==> config.mk <==
export PLATFORM = sky130hd
export DESIGN_NAME = alu_share_arbiter
export DESIGN_NICKNAME = d
export VERILOG_FILES = /design/src/rtl/alu_share_arbiter_pkg.sv /design/src/rtl/alu_share_fifo.sv /design/src/rtl/alu_share_arbiter.sv
export SDC_FILE = /design/constraint.sdc
export NUM_CORES = 1
export LEC_CHECK = 0
export CAP_MARGIN = 40
export CORE_AREA = 2 2 149 151
export DETAILED_ROUTE_END_ITERATION = 16
export DIE_AREA = 0 0 151 153
export PLACE_DENSITY = 0.73
export SETUP_SLACK_MARGIN = 0.4
export SKIP_CTS_REPAIR_TIMING = 1
export SLEW_MARGIN = 20
export SYNTH_ARGS = -nofsm -noshare
export SYNTH_HDL_FRONTEND = slang
export SYNTH_SLANG_ARGS = --single-unit
==> constraint.sdc <==
create_clock -name clk_i -period 3.3 [get_ports clk_i]
set_input_delay 0.66 -clock clk_i [delete_from_list [all_inputs] [get_ports clk_i]]
set_output_delay 0.66 -clock clk_i [all_outputs]
set_load 0.01 [all_outputs]
==> src/rtl/alu_share_arbiter_pkg.sv <==
// Shared types for the ALU sharing arbiter: operation bundle, result FIFO entry and
// the core configuration record passed through the arbiter.
package alu_share_arbiter_pkg;

   localparam int unsigned XLEN          = 32;
   localparam int unsigned TRANS_ID_BITS = 3;
   // Wide enough for the largest legal requester count (4).
   localparam int unsigned MAX_SRC_BITS  = 2;

   typedef struct packed {
      logic [31:0] xlen;
   } cva6_cfg_t;

   localparam cva6_cfg_t cva6_cfg_empty = '{xlen: 32'd32};

   typedef enum logic [3:0] {
      ADD, SUB, ANDL, ORL, XORL, EQ, NE, LTS, LTU, GES, GEU
   } fu_op;

   typedef struct packed {
      fu_op                     operation;
      logic [XLEN-1:0]          operand_a;
      logic [XLEN-1:0]          operand_b;
      logic [XLEN-1:0]          imm;
      logic [TRANS_ID_BITS-1:0] trans_id;
   } fu_data_t;

   typedef struct packed {
      logic [XLEN-1:0]          result;
      logic                     branch;
      logic [TRANS_ID_BITS-1:0] trans_id;
      logic [MAX_SRC_BITS-1:0]  src;
   } alu_share_entry_t;

endpackage

==> src/rtl/alu_share_fifo.sv <==
// Two-entry result FIFO between the shared ALU and writeback; flush and reset empty it.
module alu_share_fifo
   import alu_share_arbiter_pkg::*;
(
   input  logic             clk_i,
   input  logic             rst_i,
   input  logic             flush_i,
   input  logic             push_i,
   input  alu_share_entry_t push_data_i,
   input  logic             pop_i,
   output logic             valid_o,
   output alu_share_entry_t head_o,
   output logic [1:0]       count_o
);

   alu_share_entry_t mem_q [2];
   logic             wr_ptr_q;
   logic             rd_ptr_q;
   logic [1:0]       count_q;

   always_ff @(posedge clk_i) begin
      if (rst_i || flush_i) begin
         wr_ptr_q <= 1'b0;
         rd_ptr_q <= 1'b0;
         count_q  <= 2'd0;
      end else begin
         if (push_i) wr_ptr_q <= ~wr_ptr_q;
         if (pop_i)  rd_ptr_q <= ~rd_ptr_q;
         case ({push_i, pop_i})
            2'b10:   count_q <= count_q + 2'd1;
            2'b01:   count_q <= count_q - 2'd1;
            default: count_q <= count_q;
         endcase
      end
   end

   // Storage needs no reset: the head is masked while the FIFO is empty.
   always_ff @(posedge clk_i) begin
      if (!rst_i && !flush_i && push_i) mem_q[wr_ptr_q] <= push_data_i;
   end

   always_comb begin
      valid_o = (count_q != 2'd0);
      head_o  = valid_o ? mem_q[rd_ptr_q] : '0;
      count_o = count_q;
   end

   always_ff @(posedge clk_i) begin
      if (!rst_i && !flush_i) begin
         assert (count_q <= 2'd2)
            else $error("alu_share_fifo: count out of range");
         assert (!(push_i && count_q == 2'd2 && !pop_i))
            else $error("alu_share_fifo: push while full");
      end
   end

endmodule

==> src/rtl/alu_share_arbiter.sv <==
// Round-robin sharing of one combinational ALU between NR_REQ issue requesters, with a
// two-entry result FIFO toward writeback.
module alu_share_arbiter
   import alu_share_arbiter_pkg::*;
#(
   parameter int unsigned NR_REQ  = 2,
   parameter cva6_cfg_t   CVA6Cfg = cva6_cfg_empty
) (
   input  logic                              clk_i,
   input  logic                              rst_i,
   input  logic                              flush_i,
   input  logic     [NR_REQ-1:0]             req_valid_i,
   input  fu_data_t [NR_REQ-1:0]             req_data_i,
   output logic     [NR_REQ-1:0]             req_ready_o,
   output fu_data_t                          alu_data_o,
   input  logic     [XLEN-1:0]               alu_result_i,
   input  logic                              alu_branch_res_i,
   output logic                              res_valid_o,
   input  logic                              res_ready_i,
   output logic     [XLEN-1:0]               res_result_o,
   output logic                              res_branch_o,
   output logic     [TRANS_ID_BITS-1:0]      res_trans_id_o,
   output logic     [$clog2(NR_REQ)-1:0]     res_src_o
);

   localparam int unsigned SrcW = $clog2(NR_REQ);

   logic [SrcW-1:0]  prio_q;
   logic [SrcW-1:0]  prio_d;
   logic [SrcW-1:0]  gnt_idx;
   logic             any_valid;
   logic             space;
   logic             accept;
   logic             pop;
   logic [1:0]       count;
   int unsigned      idx;
   alu_share_entry_t push_data;
   alu_share_entry_t head;

   // First valid requester scanning from prio_q upward with wrap.
   always_comb begin
      gnt_idx   = '0;
      any_valid = 1'b0;
      idx       = 0;
      for (int unsigned k = 0; k < NR_REQ; k++) begin
         idx = (32'(prio_q) + k) % NR_REQ;
         if (!any_valid && req_valid_i[idx]) begin
            any_valid = 1'b1;
            gnt_idx   = SrcW'(idx);
         end
      end
   end

   always_comb begin
      pop    = res_valid_o & res_ready_i;
      space  = (count < 2'd2) | pop;
      accept = any_valid & space & ~flush_i & ~rst_i;
      prio_d = (gnt_idx == SrcW'(NR_REQ - 1)) ? '0 : gnt_idx + SrcW'(1);

      req_ready_o = '0;
      if (accept) req_ready_o[gnt_idx] = 1'b1;

      // Held even while stalled so the ALU input stays stable.
      alu_data_o = any_valid ? req_data_i[gnt_idx] : '0;

      push_data = '{result:   alu_result_i,
                    branch:   alu_branch_res_i,
                    trans_id: req_data_i[gnt_idx].trans_id,
                    src:      MAX_SRC_BITS'(gnt_idx)};
   end

   always_ff @(posedge clk_i) begin
      if (rst_i) begin
         prio_q <= '0;
      end else if (accept) begin
         prio_q <= prio_d;
      end
   end

   alu_share_fifo u_fifo (
      .clk_i       (clk_i),
      .rst_i       (rst_i),
      .flush_i     (flush_i),
      .push_i      (accept),
      .push_data_i (push_data),
      .pop_i       (pop),
      .valid_o     (res_valid_o),
      .head_o      (head),
      .count_o     (count)
   );

   always_comb begin
      res_result_o   = head.result;
      res_branch_o   = head.branch;
      res_trans_id_o = head.trans_id;
      res_src_o      = head.src[SrcW-1:0];
   end

   always_ff @(posedge clk_i) begin
      if (!rst_i) begin
         assert (NR_REQ >= 2 && NR_REQ <= 4)
            else $error("alu_share_arbiter: NR_REQ out of range");
         assert (CVA6Cfg.xlen == XLEN)
            else $error("alu_share_arbiter: XLEN mismatch with configuration");
         assert ($onehot0(req_ready_o))
            else $error("alu_share_arbiter: multiple ready bits");
         assert (32'(head.src) < NR_REQ)
            else $error("alu_share_arbiter: head source out of range");
      end
   end

endmodule

==> impl_metrics.csv, run 1 <==
group,metric,value,unit
sta,hold_viol_final,0,
yosys,netlist_area,5200,sq um
sta,rsz0062_at_grt,"true",
cts,clock-sinks,80,
route,drt_iter0_markers,317,
setup_path,setup.worst_path.start_class,"primary input",
route,firstDrtPassIters,5,
setup_path,worstPathArrival,2.23,ns
route,wirelength,22800,um
setup_path,max_stage_delay,0.55,ns
cells_and_area,multiInputGateArea,2530,sq um
sta,setup_viol,0,
floorplanning,die_w,151,um
global_route,grt_pass1_vias,5973,
yosys,ys_ff_latch,80,
sta,finalCritPeriodShare,87.6,%
sta,tightest_slew,0.567,ns
cts,cts_tree,"done",
route,viasPerCell,4.93,
setup_path,rr_worst_depth,6,
global_route,antenna_found_initial,3,
setup_path,worstPathMaxFanout,10,
setup_path,r2r_slack,1.21,ns
global_route,grt_pass1_wl,32300,um
hold_path,hp-class,"reg2reg",
yosys,syn_nets,822,
place,gp_congestion,0.906,
yosys,synth_cell_type_count,30,
yosys,syn_avg_cell_area,9.02,sq um
floorplanning,num_rows,54,
floorplanning,chipHeight,153,um
status,status,"completed",
yosys,syn_inst,576,
yosys,async_flop_share,0,%
cts,cts_made_buffers,9,
sta,drv_slew,0,
global_route,grt.total_usage,17.8,%
yosys,seq_area_frac_synth,45.1,%
job,drv_cap,0,
sta,timing.fmax,346,MHz
place,io_buffers,387,
pwr,power,0.00320,W
cts,cts_root_buffer,"clkbuf_16",
sta,clock_skew,0.00498,ns
cts,h-tree-depth,3,
cts,clk_latency,0.33,ns
setup_path,critPathKind,"in2out",
setup_path,cp.buffers_inverters,5,
place,hpwlAfterDp,16700,um
setup_path,reg2reg_from,"u_fifo.count_o[1]$_SDFFE_PP0P_",
hold_path,whs_endpoint,"u_fifo.count_o[1]$_SDFFE_PP0P_",
pwr,power_leakage,4.22,nW
cells_and_area,area_delta_synth_final,98.4,%
cts,clkTransAtPathRegs,0.06,ns
hold_path,hold_depth,2,
floorplanning,dieArea,23100,sq um
route,ant_nets,0,
setup_path,crit_chain,"clkbuf_2 -> nor2b_4 -> buf_12 -> buf_12 -> buf_4 -> o21ai_0 -> a21oi_1 -> clkdlybuf4s50_1",
floorplanning,io_pins,388,
cts,cts_max_path_buffers,2,
setup_path,crit_family,"buffers and inverters",
cells_and_area,n_fill_cell,1989,
yosys,ys.warnings.count,0,
pwr,power_density,311,nW/um^2
global_route,grt_max_degree,106,
route,drc,0,
sta,fin_crit,2.89,ns
setup_path,critPathMostFrequentCell,"buf_12",
route,routedWlPerCell,18.4,um
global_route,grt_overflow,0,
setup_path,crit_path_end_kind,"output pin",
cells_and_area,design_area,10300,sq um
route,vias,6113,
sta,fin_hold_ws,0.531,ns
place,dp.cells,1214,
cells_and_area,layout.cells.non_filler,1239,
setup_path,required,2.64,ns
floorplanning,start_util,24.2,%
cells_and_area,final_layout_size_suffix_gt1_share,8.88,%
yosys,synth_flop_cell,"edfxtp_1",
pwr,max-vdd-ir-drop,0.000295,V
setup_path,crit_cells,8,
setup_path,worst_path_max_delay_cell,"clkdlybuf4s50_1",
cells_and_area,seqCellArea,2350,sq um
cells_and_area,final_util,48.0,%
floorplanning,coreArea,21500,sq um
cells_and_area,final_nets,1198,
place,postPlaceCellArea,9670,sq um
yosys,synth_edf_count,74,
hold_path,worstHoldStart,"u_fifo.count_o[1]$_SDFFE_PP0P_",
setup_path,reg2reg_to,"u_fifo.count_o[1]$_SDFFE_PP0P_",
sta,maxSlewHeadroom,62.2,%
==> placed cells by master, fill, tap and decap left out, types with 4 or more instances in the layout <==
cell type / instances
clkdlybuf4s50_1: 309
dfxtp_1: 4
mux2i_1: 37
o21ai_1: 9
dlymetal6s2s_1: 76
o21ai_0: 96
inv_1: 4
clkbuf_16: 12
buf_12: 16
nor2_1: 41
o211ai_1: 104
buf_4: 36
edfxtp_1: 74
a21oi_1: 101
==> Yosys cell counts (2+ instances only) <==
| cell | number | area [sq um] |
|---|---|---|
| a21oi_1 | 103 | 515 |
| buf_2 | 23 | 115 |
| buf_4 | 2 | 15.0 |
| clkbuf_1 | 49 | 184 |
| clkbuf_2 | 2 | 10.0 |
| dfxtp_1 | 6 | 120 |
| edfxtp_1 | 74 | 2220 |
| inv_1 | 5 | 18.8 |
| mux2i_1 | 37 | 370 |
| nand2_1 | 3 | 11.3 |
| nor2_1 | 44 | 165 |
| nor3_1 | 3 | 15.0 |
| o211ai_1 | 104 | 781 |
| o21ai_0 | 96 | 480 |
| o21ai_1 | 9 | 45.0 |
| xor2_1 | 2 | 17.5 |
==> through the flow <==
stage / setup slack (ns) / TNS (ns)
after detailed placement: -0.0666 / -0.659
after global routing: 0.278 / 0
after CTS: -0.0755 / -0.646
after global placement: -0.126 / -0.265
final: 0.409 / 0
after floorplan: -0.138 / -10.21
==> final cells by class <==
cell class                      instances  share of cell area (%)
Clock inverter                          5                   0.534
Sequential cell                        80                    22.8
Antenna cell                            2                  0.0485
Timing Repair Buffer                  442                    46.0
Inverter                                6                   0.231
Tap cell                              280                    3.40
Clock buffer                           11                    2.45
Multi-Input combinational cell        413                    24.6
==> sequential cells by signal (all words and copies together), names as in the netlist, named ones only <==
register and cells:
u_fifo.wr_ptr_q 1, u_fifo.count_o 2, u_fifo.mem_q 74, u_fifo.rd_ptr_q 1
prio_q 1
==> tightest hold or removal path, stage by stage (launching register included) <==
cell      delay, ns
dfxtp_1        0.34
o21ai_0        0.07
a21boi_0       0.07
==> worst max path at each step <==
stage	slack, ns	startpoint	endpoint
detailed placement	-0.07	req_valid_i[0]	alu_data_o[0]
floorplan	-0.14	req_valid_i[1]	u_fifo.mem_q[0][0]$_DFFE_PP_
finish	0.41	req_valid_i[0]	alu_data_o[100]
global route	0.28	req_valid_i[0]	alu_data_o[100]
CTS	-0.08	req_valid_i[0]	alu_data_o[0]
global placement	-0.13	req_valid_i[0]	alu_data_o[0]
==> cell families after synthesis <==
family                     count (synthesis)  share of synthesized area, %
AOI/OAI and AO/OA                        316                          35.7
buffers and inverters                     83                          6.74
DFF                                       80                          45.1
and+or+nand+nor                           56                          4.62
muxes                                     37                          7.13
xor gates and xnor gates                   3                         0.506
adders and majority gates                  1                         0.241
==> layer usage <==
| layer | global-route usage [%] | routed length, um |
|---|---|---|
| met2 | 31.3 | 11600 |
| met5 | 0 | 0 |
| met1 | 21.0 | 8960 |
| met3 | 5.16 | 1860 |
| met4 | 4.90 | 369 |
==> report_power, final <==
group | switching (W) | total (W) | internal [W] | leakage [nW]
clock network | 0.000356 | 0.000979 | 0.000623 | 0.148
logic | 0.000445 | 0.00107 | 0.000629 | 3.35
registers | 0.0000111 | 0.00115 | 0.00114 | 0.727
total | 0.000812 | 0.00320 | 0.00239 | 4.22
Note: power is estimated with default switching activity, not from simulation.
==> run 2: changes to the inputs <==
--- a/config.mk
+++ b/config.mk
@@ -10,6 +10,7 @@
 export DETAILED_ROUTE_END_ITERATION = 16
 export DIE_AREA = 0 0 151 153
 export PLACE_DENSITY = 0.73
+export REMOVE_ABC_BUFFERS = 1
 export SETUP_SLACK_MARGIN = 0.4
 export SKIP_CTS_REPAIR_TIMING = 1
 export SLEW_MARGIN = 20
==> run 2 against run 1 <==
Net effect:
- non-clock buffer count down 2
- combinational power is essentially flat
- final cell count decreased by 0.24%
- register-to-register slack got worse by 0.02 ns
- critical path type unchanged
==> impl_metrics.csv, run 2 (synthesis gave the netlist of run 1 again) <==
group,metric,value,unit
cells_and_area,layout.cells.non_filler,1236,
sta,setup_viol,0,
hold_path,hp-class,"reg2reg",
place,gp_congestion,0.904,
floorplanning,dieArea,23100,sq um
sta,layout_setup_ws,0.447,ns
route,firstDrtPassIters,5,
cells_and_area,area_delta_synth_final,100,%
setup_path,critPathLaunch,"req_valid_i[0]",
setup_path,worstPathMaxFanout,20,
pwr,power,0.00335,W
setup_path,critPathKind,"in2out",
setup_path,setup.worst_path.start_class,"primary input",
sta,drv_slew,0,
global_route,grt_overflow,0,
sta,timing.fmax,350,MHz
global_route,grt_pass1_wl,35500,um
floorplanning,coreArea,21500,sq um
route,drc,0,
route,viasPerCell,5.06,
global_route,grt_max_degree,63,
setup_path,crit_end,"alu_data_o[53]",
pwr,power_density,322,nW/um^2
cells_and_area,top_register,"u_fifo.mem_q",
global_route,grt.total_usage,19.9,%
pwr,max-vdd-ir-drop,0.000195,V
cts,cts_tree,"done",
place,io_buffers,387,
cts,h-tree-depth,3,
floorplanning,die_w,151,um
route,drt_iter0_markers,325,
route,wirelength,25200,um
cts,clock-sinks,80,
floorplanning,chipHeight,153,um
setup_path,reg2reg_to,"u_fifo.count_o[1]$_SDFFE_PP0P_",
cells_and_area,final_util,48.4,%
hold_path,worstHoldStart,"u_fifo.wr_ptr_q$_SDFFE_PP0P_",
cts,clkTransAtPathRegs,0.06,ns
setup_path,r2r_slack,1.19,ns
sta,clock_skew,0.00606,ns
setup_path,required,2.64,ns
job,drv_cap,0,
cells_and_area,layout_common_cells,"clkdlybuf4s50_1, o211ai_1, a21oi_1, o21ai_0, dlymetal6s2s_1",
floorplanning,num_rows,54,
route,ant_nets,0,
place,hpwlAfterDp,18300,um
cts,cts_root_buffer,"clkbuf_16",
cells_and_area,final_layout_size_suffix_gt1_share,8.38,%
global_route,antenna_found_initial,2,
setup_path,reg2reg_from,"u_fifo.count_o[1]$_SDFFE_PP0P_",
cells_and_area,largest_reg_flops,74,
sta,finalCritPeriodShare,86.5,%
route,routedWlPerCell,20.4,um
cts,clk_latency,0.33,ns
floorplanning,start_util,24.2,%
route,vias,6251,
place,pre_cts_slack,-0.0153,ns
cells_and_area,layout_commonest_cell,"clkdlybuf4s50_1",
status,status,"completed",
sta,maxSlewHeadroom,72.0,%
sta,fin_crit,2.85,ns
sta,rsz0062_at_grt,"true",
place,dp.cells,1211,
pwr,power_leakage,4.39,nW
sta,finalSetupTns,0,ns
sta,hold_viol_final,0,
cts,cts_max_path_buffers,2,
global_route,grt_pass1_vias,6097,
cts,cts_made_buffers,9,
sta,tightest_slew,0.419,ns
setup_path,rr_worst_depth,6,
setup_path,crit_path_end_kind,"output pin",
setup_path,worstPathArrival,2.19,ns
floorplanning,io_pins,388,
cells_and_area,final_nets,1196,
run 2: worst max-delay path, stage by stage:
cell and delay (ns):
dlymetal6s2s_1 0.18, nor2b_4 0.20, buf_12 0.13, buf_8 0.17, o21ai_0 0.09, a21oi_1 0.16, clkdlybuf4s50_1 0.58
run 2: area by class of cell:
cell class | count | area, sq um
fill | 2000 | 11100
timing repair buffer | 440 | 4790
multi-input combinational | 413 | 2540
sequential | 80 | 2350
tap | 280 | 350
clock buffer | 10 | 229
clock inverter | 6 | 108
inverter | 6 | 30.0
antenna | 1 | 2.50
run 2: per-layer routing:
layer	part of all wire, %	wire length, um	track usage (%)	up-vias
met5	0.051	13	0	-
met4	2.2	568	5.65	2
met3	8.8	2220	6.03	36
met2	49	12400	33.2	293
met1	40	10000	24.8	2960
li1	-	-	-	2960
run 2: power by group:
part | leakage (nW) | switching [W] | internal (W)
sequential | 0.727 | 0.0000109 | 0.00114
clock | 0.164 | 0.000366 | 0.000736
combinational | 3.50 | 0.000468 | 0.000628
total | 4.39 | 0.000845 | 0.00250
run 2: worst min path at each step:
stage,end,slack [ns],depth (start not counted)
2_1_floorplan,u_fifo.wr_ptr_q$_SDFFE_PP0P_,0.46,1
3_3_place_gp,u_fifo.wr_ptr_q$_SDFFE_PP0P_,0.51,1
3_5_place_dp,u_fifo.wr_ptr_q$_SDFFE_PP0P_,0.51,1
4_1_cts,u_fifo.wr_ptr_q$_SDFFE_PP0P_,0.53,1
5_1_grt,u_fifo.wr_ptr_q$_SDFFE_PP0P_,0.56,1
6_report,u_fifo.wr_ptr_q$_SDFFE_PP0P_,0.52,1
run 2: through the flow:
stage,area (sq um),hold WS [ns]
6_report,10400,0.524
5_1_grt,10400,0.557
4_1_cts,9980,0.530
3_5_place_dp,9650,0.512
3_3_place_gp,9650,0.507
2_1_floorplan,4870,0.462
==> run 3: changes to the inputs <==
--- a/config.mk
+++ b/config.mk
@@ -9,6 +9,7 @@
 export CORE_AREA = 2 2 149 151
 export DETAILED_ROUTE_END_ITERATION = 16
 export DIE_AREA = 0 0 151 153
+export GPL_ROUTABILITY_DRIVEN = 0
 export PLACE_DENSITY = 0.73
 export REMOVE_ABC_BUFFERS = 1
 export SETUP_SLACK_MARGIN = 0.4
==> results of run 3 <==
Final layout, timing and power as in run 2 (identical DEF).
